### config.mk
export PLATFORM = sky130hd
export DESIGN_NAME = wb_dma_master
export DESIGN_NICKNAME = d
export VERILOG_FILES = /design/src/rtl/wb_dma_pkg.sv /design/src/rtl/wb_dma_timeout.sv /design/src/rtl/wb_dma_master.sv
export SDC_FILE = /design/constraint.sdc
export NUM_CORES = 1
export LEC_CHECK = 0
export BUFFER_PORTS_ARGS = -buffer_cell sky130_fd_sc_hd__buf_2
export CORE_MARGIN = 5
export CORE_UTILIZATION = 56
export DETAILED_ROUTE_END_ITERATION = 6
export GPL_TIMING_DRIVEN = 0
export PLACE_DENSITY = 0.9
export SKIP_CTS_REPAIR_TIMING = 1
export SYNTH_ARGS = -nofsm -noshare
export SYNTH_HDL_FRONTEND = slang
export SYNTH_HIERARCHICAL = 1
export SYNTH_SLANG_ARGS = --single-unit
### constraint.sdc
create_clock -name wb_clk_i -period 7.8 [get_ports wb_clk_i]
set_input_delay 2.34 -clock wb_clk_i [delete_from_list [all_inputs] [get_ports wb_clk_i]]
set_output_delay 2.34 -clock wb_clk_i [all_outputs]
set_load 0.005 [all_outputs]
### src/rtl/wb_dma_pkg.sv
// Shared state encoding and bus constants for the Wishbone DMA copy engine.
// Latency: n/a (declarations only).
// Backpressure: n/a.
package wb_dma_pkg;

  typedef enum logic [1:0] {
    IDLE  = 2'd0,
    READ  = 2'd1,
    WRITE = 2'd2,
    DONE  = 2'd3
  } state_t;

  localparam logic [3:0]  WB_SEL_ALL = 4'hF;
  localparam int unsigned WORD_BYTES = 4;

endpackage

### src/rtl/wb_dma_timeout.sv
// Ack watchdog: flags a strobe left unacknowledged for TIMEOUT consecutive cycles.
// Latency: expired is combinational on the TIMEOUT-th waiting cycle.
// Backpressure: none; only exists when WB_DMA_TIMEOUT_EN is defined.
`ifdef WB_DMA_TIMEOUT_EN
module wb_dma_timeout #(
  parameter int TIMEOUT = 64
) (
  input  logic clk,
  input  logic rst,
  input  logic stb,
  input  logic ack,
  output logic expired
);

  localparam int CNT_W = (TIMEOUT < 2) ? 1 : $clog2(TIMEOUT);

  logic [CNT_W-1:0] cnt;

  // cnt holds the number of waiting cycles already elapsed, so the current one is cnt+1
  assign expired = stb & ~ack & (cnt == CNT_W'(TIMEOUT - 1));

  // Count waiting cycles; any ack, idle bus or abort restarts the count
  always_ff @(posedge clk or posedge rst) begin
    if (rst) begin
      cnt <= '0;
    end else if (!stb || ack || expired) begin
      cnt <= '0;
    end else begin
      cnt <= cnt + CNT_W'(1);
    end
  end

endmodule
`endif

### src/rtl/wb_dma_master.sv
// Wishbone memory-to-memory copy master: read word i from src, write it to dst, repeat len times.
// Latency: 4N+2 cycles start-to-done with a registered zero-wait slave; len==0 finishes in 2.
// Backpressure: each strobe is held until ack; optional watchdog (WB_DMA_TIMEOUT_EN) aborts a stalled copy.
module wb_dma_master
  import wb_dma_pkg::*;
#(
  parameter int ADDR_W  = 32,
  parameter int LEN_W   = 16,
  parameter int TIMEOUT = 64
) (
  input  logic              wb_clk_i,
  input  logic              wb_rst_i,
  input  logic              start_i,
  input  logic [ADDR_W-1:0] src_adr_i,
  input  logic [ADDR_W-1:0] dst_adr_i,
  input  logic [LEN_W-1:0]  len_i,
  output logic              busy_o,
  output logic              done_o,
  output logic              err_o,
  output logic              wbm_cyc_o,
  output logic              wbm_stb_o,
  output logic              wbm_we_o,
  output logic [3:0]        wbm_sel_o,
  output logic [ADDR_W-1:0] wbm_adr_o,
  output logic [31:0]       wbm_dat_o,
  input  logic [31:0]       wbm_dat_i,
  input  logic              wbm_ack_i
);

  state_t            state, state_n;
  logic [LEN_W-1:0]  idx, idx_n, len, len_n, idx_inc;
  logic [ADDR_W-1:0] src, src_n, dst, dst_n, adr_n;
  logic              cyc_n, stb_n, we_n, busy_n, done_n, err_n;
  logic [3:0]        sel_n;
  logic [31:0]       dat_n;
  logic              ack, tmo_hit;

  // A stray ack with no strobe outstanding must not advance anything
  assign ack     = wbm_ack_i & wbm_stb_o;
  assign idx_inc = idx + LEN_W'(1);

`ifdef WB_DMA_TIMEOUT_EN
  wb_dma_timeout #(.TIMEOUT(TIMEOUT)) u_timeout (
    .clk     (wb_clk_i),
    .rst     (wb_rst_i),
    .stb     (wbm_stb_o),
    .ack     (wbm_ack_i),
    .expired (tmo_hit)
  );
`else
  assign tmo_hit = 1'b0;
`endif

  // Byte address of word i; wraps naturally at the top of the address space
  function automatic logic [ADDR_W-1:0] word_adr(input logic [ADDR_W-1:0] base,
                                                 input logic [LEN_W-1:0]  i);
    return base + ADDR_W'(i) * ADDR_W'(WORD_BYTES);
  endfunction

  // Next-state and next-output decode; every output is the registered copy of these
  always_comb begin
    state_n = state;
    idx_n   = idx;
    len_n   = len;
    src_n   = src;
    dst_n   = dst;
    cyc_n   = wbm_cyc_o;
    stb_n   = wbm_stb_o;
    we_n    = wbm_we_o;
    sel_n   = wbm_sel_o;
    adr_n   = wbm_adr_o;
    dat_n   = wbm_dat_o;
    busy_n  = busy_o;
    done_n  = 1'b0;
    err_n   = err_o;
    case (state)
      IDLE: begin
        if (start_i) begin
          src_n  = src_adr_i;
          dst_n  = dst_adr_i;
          len_n  = len_i;
          idx_n  = '0;
          err_n  = 1'b0;
          busy_n = 1'b1;
          if (len_i == '0) begin
            state_n = DONE;
          end else begin
            state_n = READ;
            cyc_n   = 1'b1;
            stb_n   = 1'b1;
            we_n    = 1'b0;
            sel_n   = WB_SEL_ALL;
            adr_n   = src_adr_i;
          end
        end
      end
      READ, WRITE: begin
        if (tmo_hit) begin
          state_n = DONE;
          cyc_n   = 1'b0;
          stb_n   = 1'b0;
          we_n    = 1'b0;
          sel_n   = '0;
          err_n   = 1'b1;
        end else if (ack && state == READ) begin
          // Keep the cycle open and turn straight around into the write
          state_n = WRITE;
          dat_n   = wbm_dat_i;
          we_n    = 1'b1;
          adr_n   = word_adr(dst, idx);
        end else if (ack) begin
          if (idx == len - LEN_W'(1)) begin
            state_n = DONE;
            cyc_n   = 1'b0;
            stb_n   = 1'b0;
            we_n    = 1'b0;
            sel_n   = '0;
          end else begin
            state_n = READ;
            idx_n   = idx_inc;
            we_n    = 1'b0;
            adr_n   = word_adr(src, idx_inc);
          end
        end
      end
      DONE: begin
        state_n = IDLE;
        done_n  = 1'b1;
        busy_n  = 1'b0;
      end
      default: state_n = IDLE;
    endcase
  end

  // State, operands and registered bus outputs; reset clears everything immediately
  always_ff @(posedge wb_clk_i or posedge wb_rst_i) begin
    if (wb_rst_i) begin
      state     <= IDLE;
      idx       <= '0;
      len       <= '0;
      src       <= '0;
      dst       <= '0;
      wbm_cyc_o <= 1'b0;
      wbm_stb_o <= 1'b0;
      wbm_we_o  <= 1'b0;
      wbm_sel_o <= '0;
      wbm_adr_o <= '0;
      wbm_dat_o <= '0;
      busy_o    <= 1'b0;
      done_o    <= 1'b0;
      err_o     <= 1'b0;
    end else begin
      state     <= state_n;
      idx       <= idx_n;
      len       <= len_n;
      src       <= src_n;
      dst       <= dst_n;
      wbm_cyc_o <= cyc_n;
      wbm_stb_o <= stb_n;
      wbm_we_o  <= we_n;
      wbm_sel_o <= sel_n;
      wbm_adr_o <= adr_n;
      wbm_dat_o <= dat_n;
      busy_o    <= busy_n;
      done_o    <= done_n;
      err_o     <= err_n;
    end
  end

endmodule
## Word level (Yosys, flattened, before mapping)

Cells that the tools add are included.

- Bits in registers: 170
- RAM bits: 0
- Input port bits: 116
- Memories: 0
- Bits in read-only memories: 0
- Latch bits: 0

- Order comparisons: 0
- Equality and inequality tests: 12
- Shift-type cells: 0
- Bitwise logic cells: 1
- Multiplexer cells: 37
- Reduce and logical (&&, ||, !) cells: 14
- Divide/modulo/power cells: 0
- Multiply operators: 0
- Add/sub/neg operators: 4

Operators with widths:

| kind | count |
|---|---|
| $mux W32 | 5 |
| $add A32 B18 Y32 | 2 |
| $mux W16 | 4 |
| $pmux W32 S2 | 1 |
| $pmux W16 S2 | 1 |
| $mux W4 | 5 |
| $add A16 B1 Y16 const B | 1 |
| $eq A16 B16 Y1 | 1 |
| $logic_not A16 Y1 | 1 |
| $sub A16 B1 Y16 const B | 1 |
| $ne A2 B2 Y1 const B | 6 |
| $mux W1 | 11 |
| $mux W2 | 5 |
| $reduce_and A5 Y1 | 2 |
| $pmux W4 S2 | 1 |
| $reduce_and A2 Y1 | 4 |
| $ne A3 B3 Y1 const B | 2 |
| $pmux W1 S2 | 3 |
| $pmux W2 S3 | 1 |
| $reduce_and A6 Y1 | 1 |
| $eq A2 B2 Y1 const B | 2 |
| $reduce_and A4 Y1 | 1 |
| $reduce_bool A2 Y1 | 2 |
| $eq A2 B1 Y1 const B | 1 |
| other kinds (4) | 4 |

## Longest topological paths before layout

Gate-level depths: netlist of the first run.

- Depth after elaboration: 6
- Depth in mapped cells: 17
- Depth with buffers taken out: 16

## Least setup slack after synthesis of the first run

OpenSTA, ideal clock, no wires.

- Kind: reg-to-reg
- From: register idx[2]
- To: register wbm_adr_o[23]
- Clock period less this slack: 4.040 ns
- Arrival: 3.915 ns
- Stages on the path, launching flop included: 17
- Buffers on the path: 1
- Setup slack: 3.760 ns
- Path through: dfrtp_1 -> clkbuf_1 -> nand3_1 -> nor2_1 -> and4_1 -> nand2_1 -> or2_2 -> nor3_1 -> xor2_1 -> ha_1 -> a21oi_2 -> or3b_2 -> or4_4 -> nand4_1 -> xnor2_1 -> o221a_2 -> mux2_4

- Word-level cells in the longest chain between the ends: 6

Ends and longest elaborated chain:

| what | line | RTL |
|---|---|---|
| start: declaration | wb_dma_master.sv:31 | `logic [LEN_W-1:0] idx, idx_n, len, len_n, idx_inc;` |
| start signal: assignment | wb_dma_master.sv:154 | `idx <= idx_n;` |
| $add A16 B1 Y16 | wb_dma_master.sv:40 | `assign idx_inc = idx + LEN_W'(1);` |
| $add A32 B18 Y32 | wb_dma_master.sv:57 | `return base + ADDR_W'(i) * ADDR_W'(WORD_BYTES);` |
| $mux W32 | wb_dma_master.sv:112 | `if (idx == len - LEN_W'(1)) begin` |
| $mux W32 | wb_dma_master.sv:111 | `end else if (ack) begin` |
| $mux W32 | wb_dma_master.sv:105 | `end else if (ack && state == READ) begin` |
| $pmux W32 S2 | wb_dma_master.sv:76 | `case (state)` |
| end signal: assignment | wb_dma_master.sv:162 | `wbm_adr_o <= adr_n;` |
| end: declaration | wb_dma_master.sv:24 | `output logic [ADDR_W-1:0] wbm_adr_o,` |

Several ways; a longest one is shown, not always the timed one. The select of a mux whose other input is x is not followed.
A chain may end at the register's enable or synchronous reset.

## Worst setup path after layout of the first run

- From: register idx[2]
- To: register wbm_adr_o[21]

The elaborated chain is that of the path after synthesis.

==> metrics, run 1 <==
number of global-route vias before repair=8922; post-synth top area share=41.01%; R2R setup slack=3.00 ns; largest net degree at the start of global routing=115; CP Launch Type=flop; Clk pwr share=16.2%; Final Instance Count excl. Fillers=1491; Hold Crit Depth=2; post-synth cell types=75; main flop type after synthesis=dfrtp_1; RSZ-0062 raised after global routing=false; Fmax=208.2 MHz; Routed WL per cell=19.78 microns; Worst Reg-to-Reg Cells=16; synth top area cells=dfrtp_1, mux2_2, nand2_1; # setup viols final=0; residual DRC count=0; gr usage total=28.19%; worst reg2reg startpoint=idx[2]; initial core utilization=56.58%; dpl cell area=11390 sq um; total CTS buffers=17; Critical Path Fanout Max=10; Max Cap Violations=0; Num Clock Sinks=166; initial antenna violation count=0; Layout area overhead=18.38%; PortBufs=188; Net Sw Frac=42.88%; initial DRC count=832; status=finished, final reports clean; HPWL Detailed=22.22 mm; sw power=2.291 mW; number of synthesized flops with an enable pin=0; Synth Area in Compound Gates=12.82%; layout cell share with drive strength beyond 1=29.29%; reg-to-reg endpoint=wbm_adr_o[21]; Post-Synth Simple-Gate Area=17.00%; wirelength, routed=29.49 mm; Synth area leader=dfrtp_1; sequential area share after synthesis=41.01%; Worst Tran Pin Value=0.9124 ns; Root Driver=clkbuf_16; Routed Antenna Nets=0; fin. max-slew vios=0; Top Ports=190; Placement Rows=49; clock skew=0.01060 ns; final worst-path cycle share=61.57%; Max VDD drop=0.2556 mV; Tmin final=4.803 ns; Finished Core Util=66.98%; worst path required time=8.12 ns; core area=17900 sq um; # fillers=1393; main combinational cell family by area after synthesis=simple AND/OR/NAND/NOR gates; vias per cell=6.031; Synth Instances=1039; hold_sp=wbm_dat_o[30]; die width=144.5 microns; sequential power share=30.5%; worst skew pair latency=0.44 ns; Max Buffers Root-to-Sink=2; die area=20880 sq um; Hold Path End=wbm_dat_o[30]; asr flop ratio synth=100.0%; worst setup path start=idx[2]; Hold Path Class=reg2reg; clk slew on worst S/H paths=0.07 ns; mux cell area share after synthesis=14.43%; Post-Syn Area=10130 sq um; chip height=144.5 microns; Combinational Power Share=53.3%; post-synthesis xor/xnor area fraction=6.140%; Ys Warns=6; top post-synthesis cells by count=nand2_1, dfrtp_1, mux2_2; first-pass GRT wire length=46.21 mm; CTS tree=built; Overflow after GRT=0; #FFs+latches synth=166; vias post-DR=8992; Adder-Cell Fraction of Synth Area=4.966%; Pint=3.052 mW; Slew HR=39.18%; pwr dens=445.7 nW/um^2; worst endpoint data arrival time=5.12 ns; H-tree depth=4; final net count=1402; TritonRoute pass-1 iters=5; post-route cell area=11990 sq um; Critical Path Sink Type=flop; Net Count, Synth=1194; cell with the most instances after synthesis=nand2_1; static leakage=5.718 nW; syn_area_per_cell=9.748 sq um; gp weighted congestion=1.001; Hold Vio Cnt, Final=0; placed insts=1457; WS Path Type=reg2reg
## worst max-delay path by stage
stage | endpoint | cells after the start | slack, ns
6_report | wbm_adr_o[21] | 16 | 3.00
5_1_grt | wbm_adr_o[21] | 16 | 2.75
4_1_cts | wbm_adr_o[21] | 16 | 3.12
3_5_place_dp | wbm_adr_o[12] | 8 | 3.10
3_3_place_gp | len[13] | 2 | -0.85
2_1_floorplan | busy_o | 1 | 0.97
## sequential cells by signal, indices dropped and copies added, names as in the netlist, 2 cells and up
name / cells
src: 32
wbm_dat_o: 32
idx: 16
state: 2
len: 16
wbm_adr_o: 32
dst: 32
## final cells by class
cell class	instances	area [sq um]	share of cell area, %
Tap cell	229	286.5	2.390
Buffer	50	247.7	2.066
Timing Repair Buffer	189	968.4	8.077
Antenna cell	2	5.005	0.04174
Sequential cell	166	4154	34.64
Multi-Input combinational cell	792	5610	46.79
Inverter	31	123.9	1.033
Clock inverter	14	155.1	1.294
Clock buffer	18	439.2	3.663
## through the flow
step           setup slack [ns]  hold slack [ns]  TNS, ns  power [mW]
6_report                  2.998           0.4719        0       5.343
4_1_cts                   3.122           0.4751        0       5.301
5_1_grt                   2.750           0.4920        0       5.678
3_3_place_gp            -0.8542           0.4536  -140.90       4.289
2_1_floorplan            0.9700           0.4563        0       3.575
3_5_place_dp              3.104           0.4567        0       4.418
## cell usage in the layout (no fill, tap or decap), types with 12 or more instances in the layout
| cell type | instances |
|---|---|
| xnor2_1 | 39 |
| inv_1 | 30 |
| mux2_4 | 21 |
| ha_1 | 37 |
| mux2_2 | 87 |
| clkbuf_1 | 32 |
| dfrtp_1 | 166 |
| o21ai_0 | 43 |
| nand2b_1 | 12 |
| nand4_1 | 15 |
| buf_2 | 191 |
| nand3_1 | 33 |
| a21oi_1 | 45 |
| clkbuf_16 | 17 |
| nand2_1 | 173 |
| a211oi_1 | 16 |
| nor2_1 | 59 |
| xor2_1 | 32 |
## kinds of logic (layout without fill, tap and decap cells)
group	after synthesis	after routing
xor+xnor	71	71
simple gates	362	362
fa+ha+maj	39	39
mux	124	124
other cells	1	3
flops	166	166
buf+inv	81	302
compound gates	195	195
## power groups by stage
stage | clock network [mW] | registers (mW) | logic (mW)
after floorplan | 0 | 1.55 | 2.02
after global placement | 0 | 1.60 | 2.69
after detailed placement | 0 | 1.63 | 2.79
after CTS | 0.866 | 1.62 | 2.82
after global routing | 0.906 | 1.67 | 3.10
final | 0.866 | 1.63 | 2.85
## worst max-delay path, stage by stage, from the launching register on
cell and delay (ns):
dfrtp_1 0.36, clkbuf_1 0.34, nand3_1 0.16, nor2_1 0.20
and4_1 0.28, nand2_1 0.08, or2_2 0.33, nor3_1 0.24
xor2_1 0.25, ha_1 0.32, a21oi_2 0.33, or4b_2 0.61
a21boi_0 0.27, nand4_1 0.31, xor2_1 0.18, o221ai_1 0.15
mux2_4 0.28
## per-layer routing
metal / wire length [microns] / track usage [%] / vias up
li1: - / - / 4116
met2: 14330 / 47.18 / 472
met1: 11870 / 36.71 / 4326
met3: 2338 / 5.192 / 78
met5: 0 / 0 / -
met4: 955 / 10.26 / 0
(Power assumes the default switching activity.)
==> inputs of run 2 (changes only) <==
--- a/config.mk
+++ b/config.mk
@@ -5,12 +5,13 @@
 export SDC_FILE = /design/constraint.sdc
 export NUM_CORES = 1
 export LEC_CHECK = 0
+export ABC_AREA = 1
 export BUFFER_PORTS_ARGS = -buffer_cell sky130_fd_sc_hd__buf_2
 export CORE_MARGIN = 5
-export CORE_UTILIZATION = 56
+export CORE_UTILIZATION = 52
 export DETAILED_ROUTE_END_ITERATION = 6
 export GPL_TIMING_DRIVEN = 0
-export PLACE_DENSITY = 0.9
+export PLACE_DENSITY = 0.88
 export SKIP_CTS_REPAIR_TIMING = 1
 export SYNTH_ARGS = -nofsm -noshare
 export SYNTH_HDL_FRONTEND = slang
==> constraint.sdc (replaced) <==
create_clock -name wb_clk_i -period 4.2 [get_ports wb_clk_i]
set_input_delay 1.26 -clock wb_clk_i [delete_from_list [all_inputs] [get_ports wb_clk_i]]
set_output_delay 1.26 -clock wb_clk_i [all_outputs]
set_load 0.005 [all_outputs]
==> metrics, run 2 <==
top post-synthesis cells by count=nand2_1, inv_1, dfrtp_1; HPWL Detailed=29.13 mm (+31%); sequential power share=30.3% (-0.2 points); WS Path Type=reg2reg; gp weighted congestion=0.9915 (-0.98%); worst setup margin=0.4668 ns (-2.531 ns); CTS tree=built; Worst Tran Pin Value=0.9862 ns (+0.07384 ns); Ys Warns=6 (unchanged); total CTS buffers=17 (unchanged); vias per cell=5.426 (-10%); die width=156.6 microns (+8.4%); Num Clock Sinks=166 (unchanged); Max Buffers Root-to-Sink=2 (unchanged); number of global-route vias before repair=11290 (+27%); Net Sw Frac=49.07% (+6.2 points); Hold Path End=wbm_dat_o[12]; wirelength, routed=36.81 mm (+25%); clk slew on worst S/H paths=0.09 ns (+0.02 ns); Tmin final=3.733 ns (-1.069 ns); cell with the most instances after synthesis=nand2_1; syn_area_per_cell=6.565 sq um (-33%); die area=24530 sq um (+18%); Overflow after GRT=0 (unchanged); Fin Setup TNS=0 ns (unchanged); Routed WL per cell=16.72 microns (-15%); Routed Antenna Nets=0 (unchanged); Fmax=267.9 MHz (+29%); dpl cell area=12550 sq um (+10%); number of synthesized flops with an enable pin=0 (unchanged); #FFs+latches synth=166 (unchanged); Top Ports=190 (unchanged); chip height=156.6 microns (+8.4%); Power Total=9.505 mW (+78%); RSZ-0062 raised after global routing=false; Placement Rows=53 (+8.2%); reg-to-reg endpoint=wbm_adr_o[18]; CP Launch Type=flop; pwr dens=720.4 nW/um^2 (+62%); commonest non-fill, non-tap cell in the layout=nand2_1; H-tree depth=4 (unchanged); Hold Path Class=reg2reg; fin. max-slew vios=0 (unchanged); Critical Path Sink Type=flop; worst skew pair latency=0.46 ns (+0.02 ns); # setup viols final=0 (unchanged); post-synth top area share=37.15% (-3.9 points); asr flop ratio synth=100.0% (unchanged); worst endpoint data arrival time=4.07 ns (-1.05 ns); synth top area cells=dfrtp_1, nand2_1, inv_1; gr usage total=30.14% (+1.9 points); final worst-path cycle share=88.89% (+27 points); initial DRC count=1237 (+49%); largest net degree at the start of global routing=45 (-61%); final worst hold slack=0.4727 ns (+0.0007730 ns); Layout area overhead=18.02%; vias post-DR=11950 (+33%); core area=21090 sq um (+18%); pre-CTS WS=0.4572 ns (-2.647 ns); PortBufs=188 (unchanged); Slew HR=34.01% (-5.2 points); post-route cell area=13200 sq um (+10%); final net count=2069 (+48%); Max Cap Violations=0 (unchanged); Hold Crit Depth=2 (unchanged); Post-Syn Area=11180 sq um (+10%); TritonRoute pass-1 iters=7 (+2); Max VDD drop=0.3587 mV (+40%); layout cell share with drive strength beyond 1=14.58% (-15 points); initial core utilization=53.02% (-3.6 points); Clk pwr share=17.7% (+1.5 points); Hold Vio Cnt, Final=0 (unchanged); static leakage=7.409 nW (+30%); first-pass GRT wire length=58.39 mm (+26%); Worst Reg-to-Reg Cells=19 (+3); sw power=4.665 mW (+100%); # fillers=1957 (+40%); initial antenna violation count=0 (unchanged); Net Count, Synth=1858 (+56%); Critical Path Fanout Max=6 (-4); sequential area share after synthesis=37.15% (-3.9 points); Combinational Power Share=52.0% (-1.3 points); antenna cells=0 (-2); Root Driver=clkbuf_16; R2R setup slack=0.47 ns (-2.53 ns); worst path required time=4.54 ns (-3.58 ns); status=finished, final reports clean; residual DRC count=0 (unchanged); worst reg2reg startpoint=idx[0]; commonest non-fill, non-tap cells in the layout=nand2_1, inv_1, buf_2; Pint=4.841 mW (+59%); main flop type after synthesis=dfrtp_1; post-synth cell types=44 (-41%); Synth area leader=dfrtp_1; hold_sp=wbm_dat_o[12]; Synth Instances=1703 (+64%); clock skew=0.01533 ns (+0.004731 ns)
==> run 2: cell types whose count changed in the layout (fill, tap and decap cells not counted), sizes merged, moves of 46 or more <==
cell,change
nor2,+62
nand2,+577
o21ai,+46
inv,+163
nand3,+93
mux2,-113
==> run 2: routing by layer <==
metal / vias up / GRT usage [%] / part of all wire (%)
met5: - / 0 / 0
met1: 5465 / 40.26 / 41
met3: 111 / 5.669 / 9.2
li1: 5784 / - / -
met4: 0 / 12.27 / 4.4
met2: 589 / 48.51 / 46
==> run 2: cell type report <==
type | instances | area (sq um) | share of cell area (%)
plain buffers | 53 | 265.3 | 2.010
multi-input cells | 1284 | 6017 | 45.60
repair buffers | 192 | 1021 | 7.738
flip-flops and latches | 166 | 4154 | 31.48
inverters | 200 | 754.5 | 5.718
well taps | 275 | 344.1 | 2.608
clock buffers | 17 | 425.4 | 3.224
clock inverters | 15 | 214.0 | 1.621
==> run 2: how the worst max path moves through the flow <==
| stage | startpoint | end | slack (ns) | cells after the start |
|---|---|---|---|---|
| finish | idx[0] | wbm_adr_o[18] | 0.47 | 19 |
| global route | idx[1] | wbm_adr_o[30] | 0.1 | 24 |
| CTS | idx[1] | wbm_adr_o[29] | 0.36 | 21 |
| detailed placement | idx[1] | wbm_adr_o[29] | 0.46 | 21 |
| global placement | wb_rst_i | src[28] | -0.18 | 2 |
| floorplan | wb_rst_i | busy_o | 0.83 | 1 |
==> run 2: per-stage QoR <==
stage / std cells / util, %
floorplan: 1703 / -
global placement: 2166 / 59.13
CTS: 2202 / 62.54
detailed placement: 2170 / 59.51
global route: 2202 / 62.57
finish: 2202 / 62.57
==> run 2: worst max-delay path, cell delays in order, from the launching register on <==
cell	delay, ns
dfrtp_1	0.47
inv_1	0.14
nor3_1	0.32
nand3_1	0.18
nor2_1	0.12
nand2_1	0.12
nor2_1	0.23
nand2_1	0.10
xnor2_1	0.25
ha_1	0.35
a21oi_1	0.26
o21ai_0	0.22
nor2_1	0.18
nand2_1	0.12
nand2_1	0.07
nand3_1	0.12
nand3_1	0.12
o21ai_0	0.09
nand2_1	0.10
nand2_1	0.05
==> run 2: kinds of logic (layout without fill, tap and decap cells) <==
logic type / count (synthesis) / in the layout / share of synthesized area, %
compound gates: 138 / 138 / 6.547
other cells: 1 / 1 / 0.03354
fa+ha+maj: 39 / 39 / 4.499
simple gates: 1075 / 1075 / 40.25
buf+inv: 253 / 477 / 9.087
flops: 166 / 166 / 37.15
xor+xnor: 31 / 31 / 2.428
==> run 2: power groups by stage <==
stage / Combinational, mW / Clock [mW] / Sequential [mW]
after CTS: 4.88 / 1.67 / 2.86
after global routing: 5.52 / 1.75 / 2.95
after global placement: 4.70 / 0 / 2.87
after floorplan: 3.29 / 0 / 2.78
final: 4.94 / 1.68 / 2.88
after detailed placement: 4.84 / 0 / 2.88
==> inputs of run 3 (changes only) <==
--- a/config.mk
+++ b/config.mk
@@ -8,10 +8,10 @@
 export ABC_AREA = 1
 export BUFFER_PORTS_ARGS = -buffer_cell sky130_fd_sc_hd__buf_2
 export CORE_MARGIN = 5
-export CORE_UTILIZATION = 52
+export CORE_UTILIZATION = 56
 export DETAILED_ROUTE_END_ITERATION = 6
 export GPL_TIMING_DRIVEN = 0
-export PLACE_DENSITY = 0.88
+export PLACE_DENSITY = 0.9
 export SKIP_CTS_REPAIR_TIMING = 1
 export SYNTH_ARGS = -nofsm -noshare
 export SYNTH_HDL_FRONTEND = slang
==> constraint.sdc (replaced) <==
create_clock -name wb_clk_i -period 3.61 [get_ports wb_clk_i]
set_input_delay 1.083 -clock wb_clk_i [delete_from_list [all_inputs] [get_ports wb_clk_i]]
set_output_delay 1.083 -clock wb_clk_i [all_outputs]
set_load 0.005 [all_outputs]
==> metrics, run 3 (synthesis gave the netlist of run 2 again) <==
gr usage total=32.67% (+2.5 points); PortBufs=188 (unchanged); Top Ports=190 (unchanged); reg-to-reg endpoint=wbm_adr_o[30]; HPWL Detailed=29.21 mm (+0.28%); Net Sw Frac=48.98% (-0.095 points); number of global-route vias before repair=11460 (+1.5%); clk slew on worst S/H paths=0.07 ns (-0.02 ns); core area=19590 sq um (-7.1%); worst endpoint data arrival time=3.90 ns (-0.17 ns); R2R setup slack=0.1 ns (-0.37 ns); hold_sp=wbm_dat_o[11]; antenna cells=0 (unchanged); pre-CTS WS=-0.2603 ns (-0.7175 ns); vias post-DR=12020 (+0.63%); chip height=151.3 microns (-3.4%); final net count=2073 (+0.19%); # fillers=1720 (-12%); final worst-path cycle share=97.23% (+8.3 points); worst skew pair latency=0.45 ns (about the same); Max Cap Violations=0 (unchanged); placed insts=2160 (-0.46%); Layout area overhead=19.11%; worst setup margin=0.09990 ns (-0.3669 ns); Num Clock Sinks=166 (unchanged); initial DRC count=1175 (-5.0%); layout cell share with drive strength beyond 1=16.05% (+1.5 points); slowest CP cell=dfrtp_2; Max Buffers Root-to-Sink=2 (unchanged); commonest non-fill, non-tap cell in the layout=nand2_1; Hold Path End=wbm_dat_o[11]; sw power=5.468 mW (+17%); status=finished with violations; fin. max-slew vios=0 (unchanged); total CTS buffers=17 (unchanged); Pint=5.697 mW (+18%); Power Total=11.17 mW (+17%); pwr dens=838.4 nW/um^2 (+16%); vias per cell=5.475 (+0.90%); Root Driver=clkbuf_16; post-route cell area=13320 sq um (+0.93%); initial core utilization=57.07% (+4.1 points); static leakage=7.458 nW (+0.66%); die width=151.3 microns (-3.4%); sequential power share=30.2% (about the same); max incr delay on CP=0.45 ns (-0.02 ns); Routed Antenna Nets=0 (unchanged); Overflow after GRT=0 (unchanged); die area=22890 sq um (-6.7%); WS Path Type=reg2reg; # setup viols final=0 (unchanged); worst path required time=4.00 ns (-0.54 ns); Placement Rows=51 (-3.8%); failing checks=DRC; initial antenna violation count=0 (unchanged); Final Instance Count excl. Fillers=2196 (-0.27%); first-pass GRT wire length=58.18 mm (-0.37%); Hold Path Class=reg2reg; CTS tree=built; dpl cell area=12540 sq um (about the same); Tmin final=3.510 ns (-0.2231 ns); Worst Reg-to-Reg Cells=21 (+2); Worst Tran Pin Value=1.057 ns (+0.07085 ns); gp weighted congestion=0.9670 (-2.5%); TritonRoute pass-1 iters=7 (unchanged); CP dominant cell by count=nand2_1; Slew HR=29.27% (-4.7 points); Fmax=284.9 MHz (+6.4%); Clk pwr share=17.4% (-0.3 points); Max VDD drop=0.4171 mV (+16%); clock skew=0.01253 ns (-0.002802 ns); Finished Core Util=67.98% (+5.4 points); Combinational Power Share=52.5% (+0.5 points); wirelength, routed=36.98 mm (+0.45%); CP Launch Type=flop; largest net degree at the start of global routing=45 (unchanged); residual DRC count=1 (+1); Critical Path Sink Type=flop; worst reg2reg startpoint=idx[1]; H-tree depth=4 (unchanged); commonest non-fill, non-tap cells in the layout=nand2_1, inv_1, buf_2; Cell Chain, Critical Path=ha_2 -> nand3_2 -> nor4_4 -> nand4_1 -> xnor2_1 -> ha_1 -> nand2_1 -> inv_1 -> nand2_1 -> nor2_2 -> and3_1 -> nand2_1 -> nand2_1 -> nand2_1 -> nand2_1 -> nand2_1 -> nand2_1 -> nand2_1 -> nand2_1 -> nand2_1 -> nand2_1; Hold Crit Depth=2 (unchanged); Critical Path Fanout Max=6 (unchanged); Hold Vio Cnt, Final=0 (unchanged); Routed WL per cell=16.84 microns (+0.73%)
-- run 3: final cells by class --
class / count / area (sq um) / area share, %
buffer: 53 / 265.3 / 1.992
inverter: 200 / 754.5 / 5.665
clock buffer: 17 / 425.4 / 3.194
sequential: 166 / 4158 / 31.22
multi-input combinational: 1284 / 6132 / 46.04
tap: 265 / 331.6 / 2.490
clock inverter: 15 / 200.2 / 1.503
timing repair buffer: 196 / 1051 / 7.892
-- run 3: worst max path at each step --
stage                                to  slack [ns]  startpoint  cells after the start
after floorplan                  busy_o        0.41    wb_rst_i                      1
after global placement          src[28]       -0.64    wb_rst_i                      2
after detailed placement  wbm_adr_o[29]       -0.26      idx[1]                     21
after CTS                 wbm_adr_o[29]       -0.33      idx[1]                     21
after global routing      wbm_adr_o[29]       -0.08      idx[1]                     23
final                     wbm_adr_o[30]         0.1      idx[1]                     21
-- run 3: critical path: cells and delay by family (launching register included) --
kind / cells / cell delay (ns)
simple gates: 17 / 2.05
flops: 1 / 0.45
xor+xnor: 1 / 0.21
buf+inv: 1 / 0.10
fa+ha+maj: 2 / 0.66
-- run 3: metal layers --
| layer | vias to the layer above | wire (microns) | global-route usage [%] |
|---|---|---|---|
| met2 | 606 | 16900 | 51.41 |
| met4 | 0 | 1704 | 15.10 |
| met5 | - | 0 | 0 |
| met1 | 5527 | 14960 | 43.39 |
| met3 | 105 | 3415 | 6.732 |
| li1 | 5786 | - | - |
-- run 3: per-stage QoR --
step,hold slack (ns),TNS [ns]
final,0.4669,0
after global routing,0.4906,-0.4078
after CTS,0.4720,-3.090
after detailed placement,0.4532,-1.860
after global placement,0.4492,-103.22
after floorplan,0.4491,0
-- run 3: power groups by stage --
stage | Clock [mW] | Sequential [mW] | Combinational (mW)
after CTS | 1.94 | 3.34 | 5.70
after detailed placement | 0 | 3.36 | 5.67
after global placement | 0 | 3.34 | 5.49
final | 1.94 | 3.37 | 5.86
after floorplan | 0 | 3.23 | 3.83
after global routing | 2.02 | 3.46 | 6.51
